[config.mk]
export PLATFORM = sky130hd
export DESIGN_NAME = bus_rv32_arbiter_flat
export DESIGN_NICKNAME = d
export VERILOG_FILES = /design/src/rtl/bus_rv32_arbiter_if.sv /design/src/rtl/bus_rv32_arbiter.sv /design/src/flat_wrapper.sv
export SDC_FILE = /design/constraint.sdc
export NUM_CORES = 1
export LEC_CHECK = 0
export CAP_MARGIN = 20
export CORE_MARGIN = 3
export CORE_UTILIZATION = 34
export CTS_BUF_LIST = sky130_fd_sc_hd__clkbuf_8 sky130_fd_sc_hd__clkbuf_16
export CTS_CLUSTER_SIZE = 28
export DETAILED_ROUTE_END_ITERATION = 8
export PLACE_DENSITY = 0.77
export SLEW_MARGIN = 20
export SYNTH_ARGS = -nofsm -noshare
export SYNTH_HDL_FRONTEND = slang
export SYNTH_SLANG_ARGS = --single-unit
[constraint.sdc]
create_clock -name clk_i -period 3.1 [get_ports clk_i]
set_input_delay 0.465 -clock clk_i [delete_from_list [all_inputs] [get_ports clk_i]]
set_output_delay 0.465 -clock clk_i [all_outputs]
set_load 0.01 [all_outputs]
[src/rtl/bus_rv32_arbiter_if.sv]
`default_nettype none
// ============================================================================
// Module      : bus_rv32_arbiter_if
// Description : Requester-side and peripheral-side signals of the RV32 bus arbiter.
// Revision    : 1.0 - initial release
// ============================================================================
interface bus_rv32_arbiter_if #(
    parameter int NUM_MASTERS = 2,
    parameter int ADDR_WIDTH  = 32,
    parameter int DATA_WIDTH  = 32
);
    logic [NUM_MASTERS-1:0]            m_req_i;
    logic [NUM_MASTERS-1:0]            m_we_i;
    logic [NUM_MASTERS-1:0]            m_lock_i;
    logic [NUM_MASTERS*ADDR_WIDTH-1:0] m_address_i;
    logic [NUM_MASTERS*DATA_WIDTH-1:0] m_data_i;
    logic [DATA_WIDTH-1:0]             m_data_o;
    logic [NUM_MASTERS-1:0]            m_ack_o;
    logic [NUM_MASTERS-1:0]            m_halt_o;
    logic [NUM_MASTERS-1:0]            grant_o;
    logic [ADDR_WIDTH-1:0]             s_address_o;
    logic                              s_we_o;
    logic [DATA_WIDTH-1:0]             s_data_o;
    logic [DATA_WIDTH-1:0]             s_data_i;

    // Arbiter view
    modport slave (
        input  m_req_i, m_we_i, m_lock_i, m_address_i, m_data_i, s_data_i,
        output m_data_o, m_ack_o, m_halt_o, grant_o, s_address_o, s_we_o, s_data_o
    );

    // Requester / peripheral environment view
    modport master (
        output m_req_i, m_we_i, m_lock_i, m_address_i, m_data_i, s_data_i,
        input  m_data_o, m_ack_o, m_halt_o, grant_o, s_address_o, s_we_o, s_data_o
    );
endinterface
`default_nettype wire

[src/rtl/bus_rv32_arbiter.sv]
`default_nettype none
// ============================================================================
// Module      : bus_rv32_arbiter
// Description : Round-robin N-master arbiter for the RV32 peripheral bus with
//               programmable read latency. Define BUS_ARB_LOCK_EN to enable
//               bus locking by the last granted master.
// Revision    : 1.0 - initial release
// ============================================================================
module bus_rv32_arbiter #(
    parameter int NUM_MASTERS  = 2,
    parameter int ADDR_WIDTH   = 32,
    parameter int DATA_WIDTH   = 32,
    parameter int READ_LATENCY = 1
) (
    input  wire logic         clk_i,
    input  wire logic         reset_i,
    bus_rv32_arbiter_if.slave bus
);
    localparam int c_IDX_W = (NUM_MASTERS > 1) ? $clog2(NUM_MASTERS) : 1;
    localparam int c_CNT_W = 2;

    typedef enum logic [1:0] {
        ST_IDLE  = 2'd0,
        ST_WRITE = 2'd1,
        ST_READ  = 2'd2,
        ST_ACK   = 2'd3
    } state_t;

    state_t                 r_state;
    state_t                 w_state_nxt;
    logic [c_IDX_W-1:0]     r_last;
    logic [c_IDX_W-1:0]     r_gnt_idx;
    logic [NUM_MASTERS-1:0] r_grant;
    logic [c_CNT_W-1:0]     r_cnt;
    logic [ADDR_WIDTH-1:0]  r_s_addr;
    logic [DATA_WIDTH-1:0]  r_s_data;
    logic [DATA_WIDTH-1:0]  r_m_data;

    logic                   w_rr_vld;
    logic [c_IDX_W-1:0]     w_rr_win;
    logic [c_IDX_W-1:0]     w_rr_idx;
    logic                   w_sel_vld;
    logic [c_IDX_W-1:0]     w_sel_idx;
    logic                   w_s_we;
    logic [NUM_MASTERS-1:0] w_ack;

    // Scan from farthest to nearest so the nearest requester after r_last wins
    always_comb begin
        w_rr_vld = 1'b0;
        w_rr_win = '0;
        w_rr_idx = '0;
        for (int k = NUM_MASTERS; k >= 1; k--) begin
            w_rr_idx = c_IDX_W'((int'(r_last) + k) % NUM_MASTERS);
            if (bus.m_req_i[w_rr_idx]) begin
                w_rr_vld = 1'b1;
                w_rr_win = w_rr_idx;
            end
        end
    end

`ifdef BUS_ARB_LOCK_EN
    logic               r_lock_vld;
    logic [c_IDX_W-1:0] r_lock_own;
    logic               w_lock_rel;

    always_comb begin
        w_sel_vld  = w_rr_vld;
        w_sel_idx  = w_rr_win;
        w_lock_rel = 1'b0;
        if (r_lock_vld) begin
            w_sel_vld  = bus.m_req_i[r_lock_own];
            w_sel_idx  = r_lock_own;
            w_lock_rel = !bus.m_req_i[r_lock_own] && !bus.m_lock_i[r_lock_own];
        end
    end

    always_ff @(posedge clk_i or posedge reset_i) begin
        if (reset_i) begin
            r_lock_vld <= 1'b0;
            r_lock_own <= '0;
        end else if (r_state == ST_ACK) begin
            r_lock_vld <= bus.m_lock_i[r_gnt_idx];
            r_lock_own <= r_gnt_idx;
        end else if (r_state == ST_IDLE && w_lock_rel) begin
            r_lock_vld <= 1'b0;
        end
    end
`else
    logic w_unused_lock;
    assign w_unused_lock = |bus.m_lock_i;
    assign w_sel_vld     = w_rr_vld;
    assign w_sel_idx     = w_rr_win;
`endif

    always_ff @(posedge clk_i or posedge reset_i) begin
        if (reset_i) begin
            r_state <= ST_IDLE;
        end else begin
            r_state <= w_state_nxt;
        end
    end

    always_comb begin
        w_state_nxt = r_state;
        w_s_we      = 1'b0;
        w_ack       = '0;
        case (r_state)
            ST_IDLE: begin
                if (w_sel_vld) begin
                    w_state_nxt = bus.m_we_i[w_sel_idx] ? ST_WRITE : ST_READ;
                end
            end
            ST_WRITE: begin
                w_s_we      = 1'b1;
                w_state_nxt = ST_ACK;
            end
            ST_READ: begin
                if (r_cnt == '0) begin
                    w_state_nxt = ST_ACK;
                end
            end
            ST_ACK: begin
                w_ack       = r_grant;
                w_state_nxt = ST_IDLE;
            end
            default: w_state_nxt = ST_IDLE;
        endcase
    end

    always_ff @(posedge clk_i or posedge reset_i) begin
        if (reset_i) begin
            r_last    <= c_IDX_W'(NUM_MASTERS - 1);
            r_gnt_idx <= '0;
            r_grant   <= '0;
            r_cnt     <= '0;
            r_s_addr  <= '0;
            r_s_data  <= '0;
            r_m_data  <= '0;
        end else begin
            case (r_state)
                ST_IDLE: begin
                    if (w_sel_vld) begin
                        r_gnt_idx <= w_sel_idx;
                        r_grant   <= {{(NUM_MASTERS-1){1'b0}}, 1'b1} << w_sel_idx;
                        r_s_addr  <= bus.m_address_i[w_sel_idx*ADDR_WIDTH +: ADDR_WIDTH];
                        r_s_data  <= bus.m_data_i[w_sel_idx*DATA_WIDTH +: DATA_WIDTH];
                        r_cnt     <= c_CNT_W'(READ_LATENCY - 1);
                    end
                end
                ST_READ: begin
                    if (r_cnt == '0) begin
                        r_m_data <= bus.s_data_i;
                    end else begin
                        r_cnt <= r_cnt - 1'b1;
                    end
                end
                ST_ACK: begin
                    r_last  <= r_gnt_idx;
                    r_grant <= '0;
                end
                default: ;
            endcase
        end
    end

    assign bus.grant_o     = r_grant;
    assign bus.s_address_o = r_s_addr;
    assign bus.s_data_o    = r_s_data;
    assign bus.s_we_o      = w_s_we;
    assign bus.m_data_o    = r_m_data;
    assign bus.m_ack_o     = w_ack;
    assign bus.m_halt_o    = bus.m_req_i & ~w_ack;

endmodule
`default_nettype wire

[src/flat_wrapper.sv]
// flat-port wrapper written by rule: the top's interface ports become plain ports
module bus_rv32_arbiter_flat 
#(
    parameter int NUM_MASTERS  = 2,
    parameter int ADDR_WIDTH   = 32,
    parameter int DATA_WIDTH   = 32,
    parameter int READ_LATENCY = 1
)
  (clk_i, reset_i, bus_m_req_i, bus_m_we_i, bus_m_lock_i, bus_m_address_i, bus_m_data_i, bus_s_data_i, bus_m_data_o, bus_m_ack_o, bus_m_halt_o, bus_grant_o, bus_s_address_o, bus_s_we_o, bus_s_data_o);
  bus_rv32_arbiter_if #(.NUM_MASTERS(NUM_MASTERS), .ADDR_WIDTH(ADDR_WIDTH), .DATA_WIDTH(DATA_WIDTH)) bus_i ();
  input  wire logic clk_i;
  input  wire logic reset_i;
  input wire logic [$bits(bus_i.m_req_i)-1:0] bus_m_req_i;
  input wire logic [$bits(bus_i.m_we_i)-1:0] bus_m_we_i;
  input wire logic [$bits(bus_i.m_lock_i)-1:0] bus_m_lock_i;
  input wire logic [$bits(bus_i.m_address_i)-1:0] bus_m_address_i;
  input wire logic [$bits(bus_i.m_data_i)-1:0] bus_m_data_i;
  input wire logic [$bits(bus_i.s_data_i)-1:0] bus_s_data_i;
  output wire logic [$bits(bus_i.m_data_o)-1:0] bus_m_data_o;
  output wire logic [$bits(bus_i.m_ack_o)-1:0] bus_m_ack_o;
  output wire logic [$bits(bus_i.m_halt_o)-1:0] bus_m_halt_o;
  output wire logic [$bits(bus_i.grant_o)-1:0] bus_grant_o;
  output wire logic [$bits(bus_i.s_address_o)-1:0] bus_s_address_o;
  output wire logic [$bits(bus_i.s_we_o)-1:0] bus_s_we_o;
  output wire logic [$bits(bus_i.s_data_o)-1:0] bus_s_data_o;
  assign bus_i.m_req_i = bus_m_req_i;
  assign bus_i.m_we_i = bus_m_we_i;
  assign bus_i.m_lock_i = bus_m_lock_i;
  assign bus_i.m_address_i = bus_m_address_i;
  assign bus_i.m_data_i = bus_m_data_i;
  assign bus_i.s_data_i = bus_s_data_i;
  assign bus_m_data_o = bus_i.m_data_o;
  assign bus_m_ack_o = bus_i.m_ack_o;
  assign bus_m_halt_o = bus_i.m_halt_o;
  assign bus_grant_o = bus_i.grant_o;
  assign bus_s_address_o = bus_i.s_address_o;
  assign bus_s_we_o = bus_i.s_we_o;
  assign bus_s_data_o = bus_i.s_data_o;
  bus_rv32_arbiter #(.NUM_MASTERS(NUM_MASTERS), .ADDR_WIDTH(ADDR_WIDTH), .DATA_WIDTH(DATA_WIDTH), .READ_LATENCY(READ_LATENCY)) u_core (.clk_i(clk_i), .reset_i(reset_i), .bus(bus_i));
endmodule
* Word-level counts from Yosys, hierarchy flattened
Index checks and enable logic that the tools add are counted.
** Storage, ports and cells
- Word-level logic and storage cells :: 55
- Register bits :: 104
- Input bits :: 168
- Output and inout bits :: 103
** Cells by class
- Bitwise gates (word level) :: 2
- $add $sub $neg :: 3
- $lt $le $gt $ge :: 3
- Shifts and indexed selects :: 3
- Reduce and logical (&&, ||, !) cells :: 9
- Eq/ne operators :: 6
- Muxes and demuxes :: 21
** Operators by type and width (count)
- 64-bit by 7-bit indexed part select with 32-bit output :: 2
- 2-bit 2-to-1 mux :: 7
- 1-bit 2-to-1 mux :: 11
- 2-bit one-hot mux with 2 select lines :: 2
- 2-bit one-hot mux with 4 select lines :: 1
- 2-bit AND reduction :: 4
- 1-bit by 2-bit less-than comparator with 1-bit output, second input constant :: 3
- 2-bit == test, second input constant :: 2
- 2-bit logical NOT :: 2
- 2-bit by 1-bit != test with 1-bit output, second input constant :: 2
- 2-bit nonzero test :: 2
- 3-bit AND reduction :: 1
- 1-bit adder, second input constant :: 2
- 2-bit AND :: 1
- 2-bit by 1-bit == test with 1-bit output, second input constant :: 1
- 2-bit != test, second input constant :: 1
- 2-bit NOT :: 1
- 1-bit by 1-bit << shifter with 2-bit output, first input constant :: 1
- 2-bit by 1-bit subtractor with 2-bit output, second input constant :: 1

* Logic depth before layout (Yosys ltp)
Gate-level depths: netlist of run 1.
- Word-level depth :: 10
- Gate-level depth with buffers :: 8
- Gate-level depth less buffers :: 5

* Least setup slack after synthesis of run 1
Ideal clock, no wire load.
- Path type :: register to register
- From :: reg u_core.r_state[0]
- To :: reg u_core.r_cnt[0]
- Required time :: 2.979 ns
- Slack :: 1.428 ns
- Cell stages (with the launch flop) :: 7
- Arrival time :: 1.550 ns
- Library setup time :: 0.121 ns
- Cells stage by stage :: dfrtp_1 inv_1 ha_1 buf_2 nor3b_1 o21ai_0 o2bb2ai_1
** Between the ends
- Cells in the longest elaborated chain, start to end :: 3
- Elaborated cells on any way between the ends :: 7
- Classes of those cells :: eq/ne: 3; mux: 1; reduce/logical: 3
** RTL lines
- start: declaration :: line bus_rv32_arbiter.sv:29 : state_t r_state;
- start signal: assignment :: line bus_rv32_arbiter.sv:99 : r_state <= w_state_nxt;
- 2-bit == test / 2-bit logical NOT (equally long branches) :: line bus_rv32_arbiter.sv:140 : case (r_state)
- 2-bit != test (no source line) (tied with other cells)
- 3-bit AND reduction (no source line)
- end signal: assignment :: line bus_rv32_arbiter.sv:147 : r_cnt <= c_CNT_W'(READ_LATENCY - 1);
- end signal: assignment :: line bus_rv32_arbiter.sv:154 : r_cnt <= r_cnt - 1'b1;
- end: declaration :: line bus_rv32_arbiter.sv:34 : logic [c_CNT_W-1:0] r_cnt;
Parallel ways exist; a longest one is shown, timed or not.
A chain may end at the register's enable or synchronous reset.

* Worst setup path in the final report of run 1
- From :: reg u_core.r_state[0]
- To :: out bus_m_halt_o[0]
** Between the ends
- Cells in the longest elaborated chain, start to end :: 4
** RTL lines
- 2-bit == test :: line bus_rv32_arbiter.sv:107 : case (r_state)
- 2-bit 2-to-1 mux :: line bus_rv32_arbiter.sv:107
- 2-bit NOT :: line bus_rv32_arbiter.sv:172 : assign bus.m_halt_o = bus.m_req_i & ~w_ack;
- 2-bit AND :: line bus_rv32_arbiter.sv:172
- end: declaration :: line flat_wrapper.sv:21 : output wire logic [$bits(bus_i.m_halt_o)-1:0] bus_m_halt_o;
Every way passes these cells.

==> results of run 1 <==
[worst min-delay path, stage by stage, from the launching register on]
cell	delay (ns)
dfrtp_1	0.34
nand2_1	0.05
o21ai_0	0.06
[cell type report]
type,instances,area (um2),share of cell area (%)
well taps,172,215.2,2.794
flip-flops and latches,104,2604,33.80
multi-input cells,216,1785,23.18
clock buffers,9,225.2,2.924
clock inverters,7,95.09,1.235
inverters,7,30.03,0.3899
repair buffers,275,2748,35.67
[state kept, by name, summed over array words and instances, names as in the netlist]
signal	flops
u_core.bus.grant_o	2
u_core.r_cnt	2
u_core.r_last	1
u_core.r_gnt_idx	1
u_core.bus.m_data_o	32
u_core.bus.s_address_o	32
u_core.r_state	2
u_core.bus.s_data_o	32
[routing by layer]
layer  share of wire [%]  vias up
met3                 8.9       24
met2                  50      184
met5                   0        -
li1                    -     1817
met1                  39     1852
met4                 2.3        0
[how the worst min path moves through the flow]
stage | from | end | slack [ns] | cells past startpoint
finish | u_core.bus.s_data_o[30]$_DFFE_PP0P_ | u_core.bus.s_data_o[30]$_DFFE_PP0P_ | 0.48 | 2
global placement | u_core.bus.s_data_o[23]$_DFFE_PP0P_ | u_core.bus.s_data_o[23]$_DFFE_PP0P_ | 0.47 | 2
global route | u_core.r_gnt_idx$_DFFE_PP0P_ | u_core.r_gnt_idx$_DFFE_PP0P_ | 0.51 | 1
detailed placement | u_core.bus.s_data_o[29]$_DFFE_PP0P_ | u_core.bus.s_data_o[29]$_DFFE_PP0P_ | 0.47 | 2
CTS | u_core.bus.s_data_o[30]$_DFFE_PP0P_ | u_core.bus.s_data_o[30]$_DFFE_PP0P_ | 0.49 | 2
floorplan | u_core.r_gnt_idx$_DFFE_PP0P_ | u_core.r_gnt_idx$_DFFE_PP0P_ | 0.45 | 1
[power by group through the flow]
stage                     clock [W]  combinational [W]  sequential, W
after floorplan                   0            0.00144        0.00264
after global placement            0            0.00351        0.00234
after detailed placement          0            0.00360        0.00236
after CTS                   0.00125            0.00360        0.00236
after global routing        0.00130            0.00383        0.00244
final                       0.00121            0.00354        0.00236
[placed cells by master (no fill, tap or decap), types with 2 or more instances in the layout]
| master | Yosys | routed |
|---|---|---|
| nand2_1 | 13 | 13 |
| clkinvlp_4 | 0 | 2 |
| and2_0 | 4 | 4 |
| clkdlybuf4s50_1 | 0 | 268 |
| dfrtp_1 | 103 | 103 |
| and2_1 | 55 | 54 |
| nor2_1 | 5 | 5 |
| nor2b_1 | 4 | 4 |
| a22o_1 | 2 | 2 |
| ha_1 | 6 | 6 |
| mux2i_1 | 9 | 9 |
| clkinv_2 | 0 | 2 |
| buf_4 | 0 | 6 |
| o21ai_0 | 13 | 13 |
| bufinv_16 | 0 | 2 |
| mux2_2 | 32 | 32 |
| inv_1 | 7 | 6 |
| nand2b_1 | 3 | 3 |
| a221o_1 | 57 | 57 |
| clkbuf_16 | 0 | 9 |
[cells in the mapped netlist]
| library cell | count | area share, % |
|---|---|---|
| and2_1 | 55 | 7.6 |
| nor2b_1 | 4 | 0.56 |
| a21boi_2 | 1 | 0.25 |
| o41a_1 | 1 | 0.25 |
| nand2b_1 | 3 | 0.42 |
| dfrtp_1 | 103 | 57 |
| clkbuf_1 | 9 | 0.75 |
| nor2_1 | 5 | 0.42 |
| or2_2 | 1 | 0.14 |
| nand2_1 | 13 | 1.1 |
| or3b_2 | 1 | 0.19 |
| nor3b_1 | 1 | 0.17 |
| o2bb2ai_1 | 1 | 0.19 |
| mux2i_1 | 9 | 2.0 |
| o21ai_1 | 1 | 0.11 |
| o21ai_0 | 13 | 1.4 |
| o31ai_1 | 1 | 0.17 |
| o41ai_1 | 1 | 0.19 |
| buf_6 | 1 | 0.25 |
| inv_1 | 7 | 0.58 |
| a22o_1 | 2 | 0.39 |
| a21oi_1 | 2 | 0.22 |
| a221o_1 | 57 | 13 |
| a21bo_2 | 1 | 0.22 |
| dfstp_2 | 1 | 0.58 |
| a21o_1 | 1 | 0.17 |
| buf_2 | 14 | 1.6 |
| mux2_2 | 32 | 8.0 |
| and2_0 | 4 | 0.56 |
| ha_1 | 6 | 1.7 |
[logic make-up after synthesis]
group                    Yosys count
AO/OA/AOI/OAI                     82
AND/OR/NAND/NOR                   87
flip-flops                       104
adder cells (fa/ha/maj)            6
buffers and inverters             31
multiplexers                      41
[metrics by stage]
step	worst slack, ns	instance area [um2]	hold slack, ns	cells	utilization, %
after floorplan	1.390	4511	0.4501	351	-
after global placement	0.7658	7382	0.4669	774	57.79
after detailed placement	0.7384	7382	0.4713	774	57.79
after CTS	0.7386	7702	0.4862	790	60.30
after global routing	0.6577	7702	0.5065	790	60.30
final	0.7590	7702	0.4779	790	60.30
==> qor.txt, run 1 <==
Slew Viols, Final -> 0
drt first pass iters -> 4
pin count of the biggest net entering global routing -> 105
Synth Area in Compound Gates -> 16.27%
Tot GR Track Use -> 18.92%
Buf+Inv Stages, Crit Path -> 1
busiest grt layer -> met2
simple logic cell fraction of the synthesized area -> 11.16%
outcome -> finished clean
fin crit share -> 75.51%
Crit Reg-Reg Endpoint -> u_core.r_cnt[0]$_DFFE_PP0P_
cell depth of the worst setup path -> 4
overall power -> 0.007113 W
hpwl dp -> 10,290 um
Fmax -> 427.2 MHz
gr ovfl total -> 0
vias in the first global route -> 4,187
R2R setup slack -> 0.94 ns
ANT cells -> 0
Pleak -> 3.199 nW
setup_tns -> 0 ns
Final min period -> 2.341 ns
Synth Area in Adders -> 1.666%
area grow syn2layout -> 70.91%
DIE AREA -> 0.01467 mm2
met1 Use GR -> 22.02%
crit-path cells -> ha_1, and2_1, nor2b_1, clkdlybuf4s50_1
final setup fails -> 0
P_int -> 0.004868 W
Filler cells -> 1,014
met3 global-route usage -> 5.734%
post-cts sizing count -> 0
Hold Vio Cnt, Final -> 0
I/O pin total -> 271
clk sink count -> 104
clk_lat worst skew -> 0.35 ns
Initial Util -> 35.28%
CTS tree -> yes
share of post-route cells with drive strength above 1 -> 10.36%
clock power share -> 17.1%
Clk pin slew, worst setup/hold paths -> 0.07 ns
DIE WIDTH -> 121.1 um
Vias -> 3,877
initial antenna violation count -> 0
Post-Syn Nets -> 525
multiplexer share of the synthesized area -> 9.994%
Worst Hold Class -> reg2reg
worst r2r path cells -> 5
clock root buffer -> clkbuf_16
core area -> 0.01277 mm2
worst reg2reg path startpoint -> u_core.r_state[1]$_DFFE_PP0P_
Comb pwr share -> 49.8%
CP top delay family -> buffers and inverters
CTS buffer count -> 9
Crit Path Max Fanout -> 6
cts hold-fix bufs -> 0
Least-Margin Pin Slew -> 0.8582 ns
first-pass GRT wire length -> 21,850 um
startpoint type of the worst setup path -> register
largest family of logic cells by synthesized area -> compound AO/OA/AOI/OAI gates
die height -> 121.1 um
slew margin rel. -> 42.67%
Sw Ratio -> 31.56%
CP max-delay cell -> clkdlybuf4s50_1
sequential area share after synthesis -> 57.77%
# DRC -> 0
met2 Usage GRT -> 32.96%
max incr delay on CP -> 0.56 ns
worst setup path endpoint -> bus_m_halt_o[0]
unrepaired setup endpoints after global routing -> false
nets@finish -> 787
syn_area_per_cell -> 12.84 um2
CP Launch Point -> u_core.r_state[0]$_DFFE_PP0P_
Routed Antenna Nets -> 0
maxcap violations -> 0
setup repair bufs after CTS -> 0
Starting DRT DRC Count -> 196
crit end category -> primary output
peak supply drop -> 0.0003402 V
clock buffer depth -> 2
H-tree levels -> 3
drt via density -> 4.908
crit path kind -> reg2out
Worst EP arrival -> 1.88 ns
synthesized flop and latch total -> 104
count of different cell masters after synthesis -> 30
mapped cell area -> 0.004507 mm2
final setup skew -> 0.01152 ns
Synth Area in XOR/XNOR -> 0%
GPL Wtd Cong -> 0.7763
wire per inst -> 17.57 um
DRT Wirelength -> 13,880 um
Critical Path RT -> 2.63 ns
Cells after Synth -> 351
Yosys Warn Count -> 0
Reg power frac -> 33.2%
Net Sw Power -> 0.002245 W
Rows -> 41
Power Dens Cells -> 923.5 mW/mm2
port buffer count -> 268
(Power assumes the default switching activity.)
==> inputs of run 2 (changes only) <==
--- a/config.mk
+++ b/config.mk
@@ -7,11 +7,11 @@
 export LEC_CHECK = 0
 export CAP_MARGIN = 20
 export CORE_MARGIN = 3
-export CORE_UTILIZATION = 34
+export CORE_UTILIZATION = 35
 export CTS_BUF_LIST = sky130_fd_sc_hd__clkbuf_8 sky130_fd_sc_hd__clkbuf_16
 export CTS_CLUSTER_SIZE = 28
 export DETAILED_ROUTE_END_ITERATION = 8
-export PLACE_DENSITY = 0.77
+export PLACE_DENSITY = 0.76
 export SLEW_MARGIN = 20
 export SYNTH_ARGS = -nofsm -noshare
 export SYNTH_HDL_FRONTEND = slang
==> constraint.sdc (replaced) <==
create_clock -name clk_i -period 2.2 [get_ports clk_i]
set_input_delay 0.33 -clock clk_i [delete_from_list [all_inputs] [get_ports clk_i]]
set_output_delay 0.33 -clock clk_i [all_outputs]
set_load 0.01 [all_outputs]
==> run 2 against run 1 <==
Against the previous run:
- power rose by 43%
- utilization increased by 3.1 points
- clock power up 43%
- sequential power is 42% higher
- worst hold slack gained 0.0065 ns
- critical endpoint is now bus_m_ack_o[0]
- largest cell class unchanged
- largest power group unchanged
==> qor.txt, run 2 (synthesized netlist as in run 1, its figures left out) <==
Crit Path Max Fanout -> 6
wire per inst -> 17.71 um
worst reg2reg path startpoint -> u_core.r_state[1]$_DFFE_PP0P_
Worst Hold Class -> reg2reg
clk sink count -> 104
clk_lat worst skew -> 0.33 ns
CTS tree -> yes
HP Start -> u_core.bus.s_data_o[23]$_DFFE_PP0P_
post-cts sizing count -> 1
Reg power frac -> 32.8%
DRT Wirelength -> 13,990 um
DIE AREA -> 0.01427 mm2
outcome -> finished clean
Tot GR Track Use -> 19.51%
Sw Ratio -> 31.12%
commonest non-fill, non-tap cell in the layout -> clkdlybuf4s50_1
Hold Vio Cnt, Final -> 0
clock root buffer -> clkbuf_16
commonest non-fill, non-tap cells in the layout -> clkdlybuf4s50_1, dfrtp_1, a221o_1, and2_1, mux2_2
DIE WIDTH -> 119.5 um
Placed Instance Area -> 0.007470 mm2
# DRC -> 0
Slew Viols, Final -> 0
CP max-delay cell -> clkdlybuf4s50_1
overall power -> 0.01017 W
H-tree levels -> 3
drt first pass iters -> 4
Final min period -> 2.023 ns
CTS buffer count -> 9
initial antenna violation count -> 0
Pleak -> 3.265 nW
die height -> 119.5 um
cts hold-fix bufs -> 0
area grow syn2layout -> 73.29%
Initial Util -> 36.61%
port buffer count -> 268
Comb pwr share -> 50.2%
final setup skew -> 0.007733 ns
Worst EP arrival -> 1.69 ns
Crit Reg-Reg Endpoint -> u_core.bus.s_data_o[13]$_DFFE_PP0P_
core area -> 0.01231 mm2
Fmax -> 494.4 MHz
nets@finish -> 791
ANT cells -> 0
maxcap violations -> 0
first-pass GRT wire length -> 22,250 um
setup repair bufs after CTS -> 0
clock buffer depth -> 2
unrepaired setup endpoints after global routing -> false
Net Sw Power -> 0.003166 W
Power Dens Cells -> 1303 mW/mm2
Least-Margin Pin Slew -> 0.5436 ns
Critical Path RT -> 1.87 ns
max incr delay on CP -> 0.55 ns
GPL Wtd Cong -> 0.7593
peak supply drop -> 0.0005198 V
crit path kind -> reg2out
gr ovfl total -> 0
Hold EP -> u_core.bus.s_data_o[23]$_DFFE_PP0P_
vias in the first global route -> 4,230
Finished Cell Area -> 0.007810 mm2
pin count of the biggest net entering global routing -> 105
Clk pin slew, worst setup/hold paths -> 0.07 ns
I/O pin total -> 271
crit end category -> primary output
hpwl dp -> 10,400 um
final setup fails -> 0
worst r2r path cells -> 6
startpoint type of the worst setup path -> register
R2R setup slack -> 0.33 ns
hold depth -> 2
Routed Antenna Nets -> 0
setup_tns -> 0 ns
Rows -> 40
clock power share -> 17.0%
fin crit share -> 91.94%
P_int -> 0.007007 W
drt via density -> 4.997
crit-path cells -> ha_2, and2_1, clkdlybuf4s50_1
Vias -> 3,948
slew margin rel. -> 63.76%
Starting DRT DRC Count -> 250
share of post-route cells with drive strength above 1 -> 10.93%
Final Core Density -> 63.43%
-- run 2: cell types whose count changed in the layout (fill, tap and decap cells not counted) --
cell	previous run	this run
buf_12	1	6
clkbuf_8	0	2
clkdlybuf4s50_1	268	266
clkinv_2	2	0
dlymetal6s2s_1	0	2
buf_4	6	5
ha_1	6	5
ha_2	0	1
inv_1	6	7
inv_6	1	0
-- run 2: critical path: cells and delay by family (launching register included) --
family	cells	cell delay (ns)
simple gates	1	0.17
buf+inv	1	0.55
flops	1	0.40
fa+ha+maj	1	0.25
-- run 2: how the worst max path moves through the flow --
| stage | startpoint | endpoint | slack (ns) | depth (start not counted) |
|---|---|---|---|---|
| after floorplan | u_core.r_state[0]$_DFFE_PP0P_ | u_core.r_cnt[0]$_DFFE_PP0P_ | 0.53 | 6 |
| after global placement | bus_m_req_i[0] | bus_m_halt_o[0] | 0.25 | 3 |
| after detailed placement | bus_m_req_i[0] | u_core.bus.s_address_o[7]$_DFFE_PP0P_ | 0.22 | 6 |
| after CTS | u_core.r_state[0]$_DFFE_PP0P_ | bus_m_halt_o[0] | 0.04 | 4 |
| after global routing | u_core.r_state[0]$_DFFE_PP0P_ | bus_m_ack_o[1] | 0.09 | 3 |
| final | u_core.r_state[0]$_DFFE_PP0P_ | bus_m_ack_o[0] | 0.18 | 3 |
-- run 2: metrics by stage --
stage	std cells	hold slack [ns]	setup slack (ns)
2_1_floorplan	351	0.4501	0.5285
5_1_grt	790	0.5091	0.08744
4_1_cts	790	0.4844	0.03589
6_report	790	0.4844	0.1772
3_3_place_gp	774	0.4621	0.2494
3_5_place_dp	774	0.4695	0.2200
-- run 2: power groups by stage --
stage	logic [W]	registers, W	clock network, W
6_report	0.00511	0.00334	0.00173
5_1_grt	0.00551	0.00346	0.00186
4_1_cts	0.00519	0.00335	0.00178
3_5_place_dp	0.00517	0.00335	0
3_3_place_gp	0.00504	0.00331	0
2_1_floorplan	0.00202	0.00372	0
-- run 2: area by class of cell --
type,instances,area [um2]
Clock buffer,11,252.7
Clock inverter,5,80.08
Fill cell,1020,4502
Inverter,7,30.03
Multi-Input combinational cell,216,1788
Sequential cell,104,2604
Tap cell,168,210.2
Timing Repair Buffer,279,2845
-- run 2: layer usage --
| layer | share of wire (%) | wire length [um] | global-route usage, % | up-vias |
|---|---|---|---|---|
| met5 | 0 | 0 | 0 | - |
| met4 | 1.8 | 257 | 6.228 | 0 |
| met3 | 8.9 | 1246 | 6.315 | 18 |
| met2 | 51 | 7113 | 34.18 | 193 |
| met1 | 38 | 5376 | 22.59 | 1919 |
| li1 | - | - | - | 1818 |
==> inputs of run 3 (changes only) <==
--- a/config.mk
+++ b/config.mk
@@ -11,6 +11,7 @@
 export CTS_BUF_LIST = sky130_fd_sc_hd__clkbuf_8 sky130_fd_sc_hd__clkbuf_16
 export CTS_CLUSTER_SIZE = 28
 export DETAILED_ROUTE_END_ITERATION = 8
+export GPL_ROUTABILITY_DRIVEN = 0
 export PLACE_DENSITY = 0.76
 export SLEW_MARGIN = 20
 export SYNTH_ARGS = -nofsm -noshare
==> results of run 3 <==
Same layout as run 2: the final DEF is identical, and so are final timing and power.
